$ cat src/rtl/spi_coeff_bridge.sv
// spi_coeff_bridge: SPI mode-0 slave that turns 24-bit host frames into
// one-clk coefficient bus transactions for dsp_top and returns read data
// on miso within the same frame. SPI pins are oversampled in the clk domain.
module spi_coeff_bridge #(
    parameter int SYNC_STAGES = 2,
    parameter int READ_LAT    = 2
) (
    input  logic       clk,
    input  logic       rst_n_sync_wire,
    input  logic       sclk,
    input  logic       cs_n,
    input  logic       mosi,
    output logic       miso,
    input  logic [7:0] coeff_read_out,
    output logic       msg_in,
    output logic       coeff_rw,
    output logic [9:0] coeff_addr,
    output logic [7:0] coeff_in,
    output logic       frame_err
);

    localparam int WW = $clog2(READ_LAT + 1) + 1;

    typedef enum logic [2:0] {IDLE, SHIFT, RD_REQ, RD_WAIT, WR_REQ} state_t;

    state_t                 state, state_next;
    logic [SYNC_STAGES-1:0] sclk_sync, cs_sync, mosi_sync;
    logic                   sclk_d, cs_d;
    logic                   sclk_s, cs_s, mosi_s;
    logic                   sclk_rise, sclk_fall, cs_rise, cs_fall;
    logic [4:0]             bit_cnt;
    logic [17:0]            rx;
    logic                   rw_q, rd_done, aborted_q, rd_loaded;
    logic [WW-1:0]          wait_cnt;
    logic [7:0]             tx;
    logic                   in_frame, last_bit, abort_now;

    assign sclk_s    = sclk_sync[SYNC_STAGES-1];
    assign cs_s      = cs_sync[SYNC_STAGES-1];
    assign mosi_s    = mosi_sync[SYNC_STAGES-1];
    assign sclk_rise = sclk_s & ~sclk_d;
    assign sclk_fall = ~sclk_s & sclk_d;
    assign cs_rise   = cs_s & ~cs_d;
    assign cs_fall   = ~cs_s & cs_d;

    assign in_frame  = (state == SHIFT) || (state == RD_REQ) || (state == RD_WAIT);
    // A cs_n rise together with the 24th sclk rise still completes the frame.
    assign last_bit  = (bit_cnt == 5'd23) && sclk_rise;
    assign abort_now = in_frame && cs_rise && (bit_cnt != 5'd24) && !last_bit;

    // Synchronise the SPI pins and keep one delayed copy for edge detection.
    always_ff @(posedge clk or negedge rst_n_sync_wire) begin
        if (!rst_n_sync_wire) begin
            sclk_sync <= '0;
            cs_sync   <= '1;
            mosi_sync <= '0;
            sclk_d    <= 1'b0;
            cs_d      <= 1'b1;
        end else begin
            sclk_sync <= {sclk_sync[SYNC_STAGES-2:0], sclk};
            cs_sync   <= {cs_sync[SYNC_STAGES-2:0], cs_n};
            mosi_sync <= {mosi_sync[SYNC_STAGES-2:0], mosi};
            sclk_d    <= sclk_s;
            cs_d      <= cs_s;
        end
    end

    // FSM state register.
    always_ff @(posedge clk or negedge rst_n_sync_wire) begin
        if (!rst_n_sync_wire) state <= IDLE;
        else                  state <= state_next;
    end

    // FSM next-state logic.
    always_comb begin
        state_next = state;
        case (state)
            IDLE:    if (cs_fall) state_next = SHIFT;
            SHIFT: begin
                if (abort_now)
                    state_next = IDLE;
                else if ((bit_cnt == 5'd16) && !rw_q && !rd_done)
                    state_next = RD_REQ;
                else if (bit_cnt == 5'd24)
                    state_next = rw_q ? WR_REQ : IDLE;
            end
            RD_REQ:  state_next = RD_WAIT;
            RD_WAIT: begin
                if (wait_cnt == WW'(READ_LAT))
                    state_next = (aborted_q || abort_now) ? IDLE : SHIFT;
            end
            WR_REQ:  state_next = IDLE;
            default: state_next = IDLE;
        endcase
    end

    // Bus strobes follow the request states; miso only carries loaded read data.
    always_comb begin
        msg_in   = (state == RD_REQ) || (state == WR_REQ);
        coeff_rw = (state == WR_REQ);
        miso     = rd_loaded & ~cs_n & tx[7];
    end

    // Frame datapath: bit capture, read-data capture/shift, bus address/data, error flag.
    always_ff @(posedge clk or negedge rst_n_sync_wire) begin
        if (!rst_n_sync_wire) begin
            bit_cnt    <= '0;
            rx         <= '0;
            rw_q       <= 1'b0;
            rd_done    <= 1'b0;
            aborted_q  <= 1'b0;
            rd_loaded  <= 1'b0;
            wait_cnt   <= '0;
            tx         <= '0;
            coeff_addr <= '0;
            coeff_in   <= '0;
            frame_err  <= 1'b0;
        end else if (state == IDLE) begin
            rd_loaded <= 1'b0;
            if (cs_fall) begin
                bit_cnt   <= '0;
                rx        <= '0;
                rw_q      <= 1'b0;
                rd_done   <= 1'b0;
                aborted_q <= 1'b0;
            end
        end else begin
            // Bits keep arriving while the read request is in flight.
            if (in_frame && sclk_rise && (bit_cnt < 5'd24)) begin
                rx      <= {rx[16:0], mosi_s};
                bit_cnt <= bit_cnt + 5'd1;
                if (bit_cnt == 5'd0) rw_q <= mosi_s;
            end
            if (abort_now) begin
                aborted_q <= 1'b1;
                frame_err <= 1'b1;
            end
            if ((state == SHIFT) && (state_next == RD_REQ))
                coeff_addr <= rx[9:0];
            if ((state == SHIFT) && (state_next == WR_REQ)) begin
                coeff_addr <= rx[17:8];
                coeff_in   <= rx[7:0];
            end
            if (state == RD_REQ) begin
                rd_done  <= 1'b1;
                wait_cnt <= WW'(1);
            end
            if (state == RD_WAIT) begin
                if (wait_cnt == WW'(READ_LAT)) begin
                    tx        <= coeff_read_out;
                    rd_loaded <= 1'b1;
                end else begin
                    wait_cnt <= wait_cnt + WW'(1);
                end
            end
            // Bit 17 is presented on load; later falling edges advance the data.
            if (rd_loaded && sclk_fall && (bit_cnt >= 5'd17))
                tx <= {tx[6:0], 1'b0};
        end
    end

endmodule
$ cat config.mk
export PLATFORM = sky130hd
export DESIGN_NAME = spi_coeff_bridge
export DESIGN_NICKNAME = d
export VERILOG_FILES = /design/src/rtl/spi_coeff_bridge.sv
export SDC_FILE = /design/constraint.sdc
export NUM_CORES = 1
export LEC_CHECK = 0
export CELL_PAD_IN_SITES_DETAIL_PLACEMENT = 0
export CELL_PAD_IN_SITES_GLOBAL_PLACEMENT = 1
export CORE_ASPECT_RATIO = 2
export CORE_MARGIN = 2
export CORE_UTILIZATION = 43
export DETAILED_ROUTE_END_ITERATION = 8
export GPL_TIMING_DRIVEN = 0
export HOLD_SLACK_MARGIN = 0.06
export PLACE_DENSITY_LB_ADDON = 0.1
export REMOVE_ABC_BUFFERS = 1
export SYNTH_ARGS = -nofsm -noshare
export SYNTH_HDL_FRONTEND = slang
export SYNTH_SLANG_ARGS = --single-unit
$ cat constraint.sdc
create_clock -name clk -period 2.81 [get_ports clk]
set_input_delay 0.562 -clock clk [delete_from_list [all_inputs] [get_ports clk]]
set_output_delay 0.562 -clock clk [all_outputs]
set_load 0.03 [all_outputs]
### After elaboration in Yosys (flattened, before gate mapping)

Index checks and enable logic that the tools add are counted.

* bits in registers: 68
* input bits: 13
* output and inout port bits: 22
* logic and storage cells: 117

* $add $sub $neg: 2
* magnitude comparators: 2
* equality and inequality tests: 12
* muxes and demuxes: 33
* bitwise logic cells: 12
* reductions and logical operators: 39

Operator list (number)
* 18-bit 2-to-1 mux: 3
* 3-bit 2-to-1 mux: 9
* 8-bit 2-to-1 mux: 3
* 10-bit 2-to-1 mux: 2
* 2-bit nonzero test: 9
* 5-bit equality test (second input constant): 3
* 5-bit 2-to-1 mux: 3
* 2-bit AND reduction: 7
* 3-bit by 2-bit equality test with 1-bit output (second input constant): 4
* 1-bit logical AND: 12
* 1-bit 2-to-1 mux: 12
* 3-bit one-hot mux with 4 select lines: 1
* 1-bit bitwise AND: 6
* 3-bit equality test (second input constant): 2
* 1-bit NOT: 6
* 3-bit AND reduction: 2
* 5-bit by 1-bit adder with 5-bit output (second input constant): 1
* 5-bit greater-or-equal comparator (second input constant): 1
* 5-bit logical NOT: 1
* 5-bit < comparator (second input constant): 1
* 5-bit inequality test (second input constant): 1
* 1-bit logical OR: 4
* 3-bit by 1-bit adder with 3-bit output (second input constant): 1
* 3-bit by 1-bit equality test with 1-bit output (second input constant): 1
* 3 further kinds: 5

### Logic depth before layout (Yosys ltp)

Gate-level depths: netlist of run 1.

* depth after elaboration: 14
* gate-level depth with buffers: 8
* depth with buffers taken out: 7

### Worst setup path before layout of run 1

Ideal clock, no wire load.

* path type: register -> register
* start point: register bit_cnt[0]
* end point: register tx[1]
* library setup time: 0.128 ns
* arrival time: 1.963 ns
* required time: 2.682 ns
* setup slack: 0.719 ns
* cell stages (with the launch flop): 6
* buffers on the path: 0
* clock period less this slack: 2.091 ns
* path through: dfrtp_1 -> ha_1 -> or4_4 -> o21ai_4 -> mux2_1 -> mux2_1

* word-level cells in the longest chain between the ends: 4
* elaborated cells between the ends (all ways): 6
* classes of those cells: order compare: 1; mux: 1; reduce/logical: 4

RTL lines
* start: declaration: line 31 `logic [4:0] bit_cnt;`
* start signal: assignment: line 131 `bit_cnt <= bit_cnt + 5'd1;`
* 5-bit greater-or-equal comparator (*): line 157 `if (rd_loaded && sclk_fall && (bit_cnt >= 5'd17))`
* 1-bit logical AND (*): line 157
* 2-bit nonzero test (no source line)
* 3-bit AND reduction (no source line)
* end signal: assignment: line 150 `tx <= coeff_read_out;`
* end signal: assignment: line 158 `tx <= {tx[6:0], 1'b0};`
* end: declaration: line 35 `logic [7:0] tx;`

Mark *: on every way between the ends. The rest lies on a longest branch, timed or not.
A chain may end at the register's enable or synchronous reset.

### Worst setup path after layout of run 1

* start point: register state[2]
* end point: output msg_in

* word-level cells in the longest chain between the ends: 2
* elaborated cells between the ends (all ways): 3
* classes of those cells: eq/ne: 2; reduce/logical: 1

RTL lines
* start: declaration: line 26 `state_t state, state_next;`
* start signal: assignment: line 71 `else state <= state_next;`
* 3-bit by 2-bit equality test with 1-bit output / 3-bit equality test (equally long branches): line 99 `msg_in = (state == RD_REQ) || (state == WR_REQ);`
* 1-bit logical OR (*): line 99
* end: declaration: line 15 `output logic msg_in,`

Marked as above.

==> reports/results.ini, run 1 <==
[setup_path]
arrival_ps=1960
timing.rr.start=state[0]
end_kind=primary output
start_kind=flop
cp_max_fo=9
critPathCapture=msg_in
path_class=reg2out
r2r_setup_slack_ps=330
crit_start=state[2]
reg2reg_depth=3
required_ps=2250
rr_endpoint=coeff_addr[3]

[timing]
timing.slew.headroom_pct=19.56
max_freq_ghz=0.3961
finalHoldViolCount=0
hold_slack_ps=316.7
finalCriticalPeriod_ps=2525
period_share_pct=89.84
finClkSkew_ps=5.585
setup_viol=0
slew_violations=0
worstMarginPinSlew_ps=1205
rsz0062_at_grt=no
layout_setup_ws_ps=285.5

[job]
maxCapViolCount=0

[final_layout]
diodes=0
fin_nets=349
area_growth_pct=23.36
drive_above_1_share_pct=8.929
multi_input_area_mm2=0.001247
n_fill_cell=685
mostFrequentLayoutCells=nand2_1 (68), dfrtp_1 (65), clkdlybuf4s50_1 (33)
seq_area_mm2=0.001705
final_common_cell=nand2_1

[routing]
ant_nets=0
wl_per_cell_um=16.58
vias=2313
first_iter_violations=118
via_per_inst=5.430
dr.pass1.iters=4
drc=0
routed_wl_mm=7.063

[cts]
clock_latency_ps=330
cts_tree=done
clkSinkCount=68
htree_num_levels=3
clockBufferDepth=2
cts.root.buffer_cell=clkbuf_16
clk_pin_slew_ps=60
cts-buffers-inserted=9

[global_routing]
globalRouteOverflowTotal=0
antenna_found_initial=0
grt_max_degree=69
grt_first_pass_wirelength_mm=11.54
grt_pass1_vias=2301
grtUsageTotal_pct=19.70

[logic_synthesis]
synth_top_family_by_area=simple AND/OR/NAND/NOR gates
synthFlopType=dfrtp_1
synth_adder_area_share_pct=2.057
synthArstFlopShare_pct=100.0
synth_xor_area_share_pct=0.5759
yosysWarnings=0
syn_inst=297
ys_seq_elements=68
synth_area_mm2=0.003042
synth_seq_area_share_pct=56.07
synth-compound-area-share_pct=9.831
yosysUniqueCellTypes=46
avgSynthCellArea_um2=10.24
synth_edf_count=0
synth_top_area_share_pct=53.48
synth_simple_gate_area_share_pct=21.72
synth_mux_area_share_pct=6.623
yosysTopAreaCell=dfrtp_1
synth_area_leaders=dfrtp_1 (53%), nand2_1 (8.4%), mux2_1 (5.9%)

[power_and_ir_drop]
power_density_mw_per_mm2=695.8
power_mw=2.611
p_leak_nw=1.814
peakVddDrop_uv=418.6

[placement]
gp_congestion=0.7127
dp_slack_ps=-91.32
dp_hpwl_mm=4.424
port_buffers=34

[worst_hold_path]
hp-class=in2async

[die]
row_count=43
dieArea_mm2=0.007803
die-height_um=122.9
num_io_pins=35
core_area_mm2=0.006887
start_util_pct=44.17
die_w_um=63.47

[run_status]
status=finished, final reports clean

how the worst min path moves through the flow:
stage | startpoint | endpoint | cells past startpoint
2_1_floorplan | rst_n_sync_wire | aborted_q | 0
5_1_grt | cs_sync[0] | cs_sync[1] | 0
3_5_place_dp | mosi_sync[0] | mosi_sync[1] | 0
3_3_place_gp | sclk_sync[0] | sclk_sync[1] | 0
6_report | rst_n_sync_wire | wait_cnt[0] | 1
4_1_cts | mosi_sync[0] | mosi_sync[1] | 0
per-layer routing:
layer	track usage, %	wire (um)
met5	0	0
met4	8.016	138
met3	4.641	289
met2	34.80	3758
met1	22.74	2875
final cells by class:
cell class | count | share of cell area [%]
clock inverters | 1 | 0.1334
repair buffers | 38 | 9.903
clock buffers | 15 | 7.669
well taps | 90 | 3.001
flip-flops and latches | 68 | 45.45
inverters | 6 | 0.6002
multi-input cells | 208 | 33.24
flip-flops by register name, summed over array words and instances (netlist names), 2 cells and up:
name	count
bit_cnt	5
coeff_addr	10
coeff_in	8
cs_sync	2
mosi_sync	2
rx	18
sclk_sync	2
state	3
tx	8
wait_cnt	3
logic make-up after synthesis:
| logic type | after synthesis |
|---|---|
| flops | 68 |
| xor+xnor | 2 |
| mux | 18 |
| compound gates | 43 |
| fa+ha+maj | 5 |
| simple gates | 139 |
| buf+inv | 22 |
worst max-delay path, stage by stage, from the launching register on:
cell             delay, ps
dfrtp_1                450
nand2b_1               320
a21oi_1                190
clkdlybuf4s50_1        680
synthesized netlist by cell type (2+ instances only):
master	n
dfstp_2	3
a21o_1	2
nand2b_1	2
clkbuf_1	10
a21oi_1	3
dfrtp_1	65
nor3_1	2
nor2_1	14
ha_1	5
nand2_1	68
a31oi_1	11
a22o_1	3
nand4_1	3
xor2_1	2
and3b_1	2
nor4b_1	2
and3_1	3
inv_1	5
mux2_1	16
nor2b_1	5
nand3_1	28
nor3_2	2
buf_2	4
nor3b_1	2
o21ai_0	14
power by group:
part	internal, mW	switching, mW	leakage, nW
clock network	0.693	0.391	0.146
registers	1.04	0.0963	0.908
logic	0.143	0.243	0.761
timing repair:
item	CTS	global route
pin swaps	1	1
hold buffers	0	0
endpoints found under the hold margin	0	0
setup buffers	0	3
endpoints found under the setup margin	8	8
resized for setup	0	0
gates cloned	1	0
per-stage QoR:
step | setup TNS [ps] | instance area, um^2 | cells | utilization, %
after global routing | 0 | 3752 | 426 | 54.49
after global placement | -75020 | 3422 | 405 | 49.69
after detailed placement | -548.4 | 3431 | 406 | 49.82
final | 0 | 3752 | 426 | 54.49
after CTS | 0 | 3730 | 423 | 54.16
after floorplan | 0 | 2969 | 281 | -
Power figures use the tool's default switching activity.
==> inputs of run 2 (changes only) <==
--- a/config.mk
+++ b/config.mk
@@ -10,6 +10,7 @@
 export CORE_ASPECT_RATIO = 2
 export CORE_MARGIN = 2
 export CORE_UTILIZATION = 43
+export CTS_CLUSTER_DIAMETER = 200
 export DETAILED_ROUTE_END_ITERATION = 8
 export GPL_TIMING_DRIVEN = 0
 export HOLD_SLACK_MARGIN = 0.06
==> results of run 2 <==
The final DEF is identical to that of run 1; final timing and power are the same.
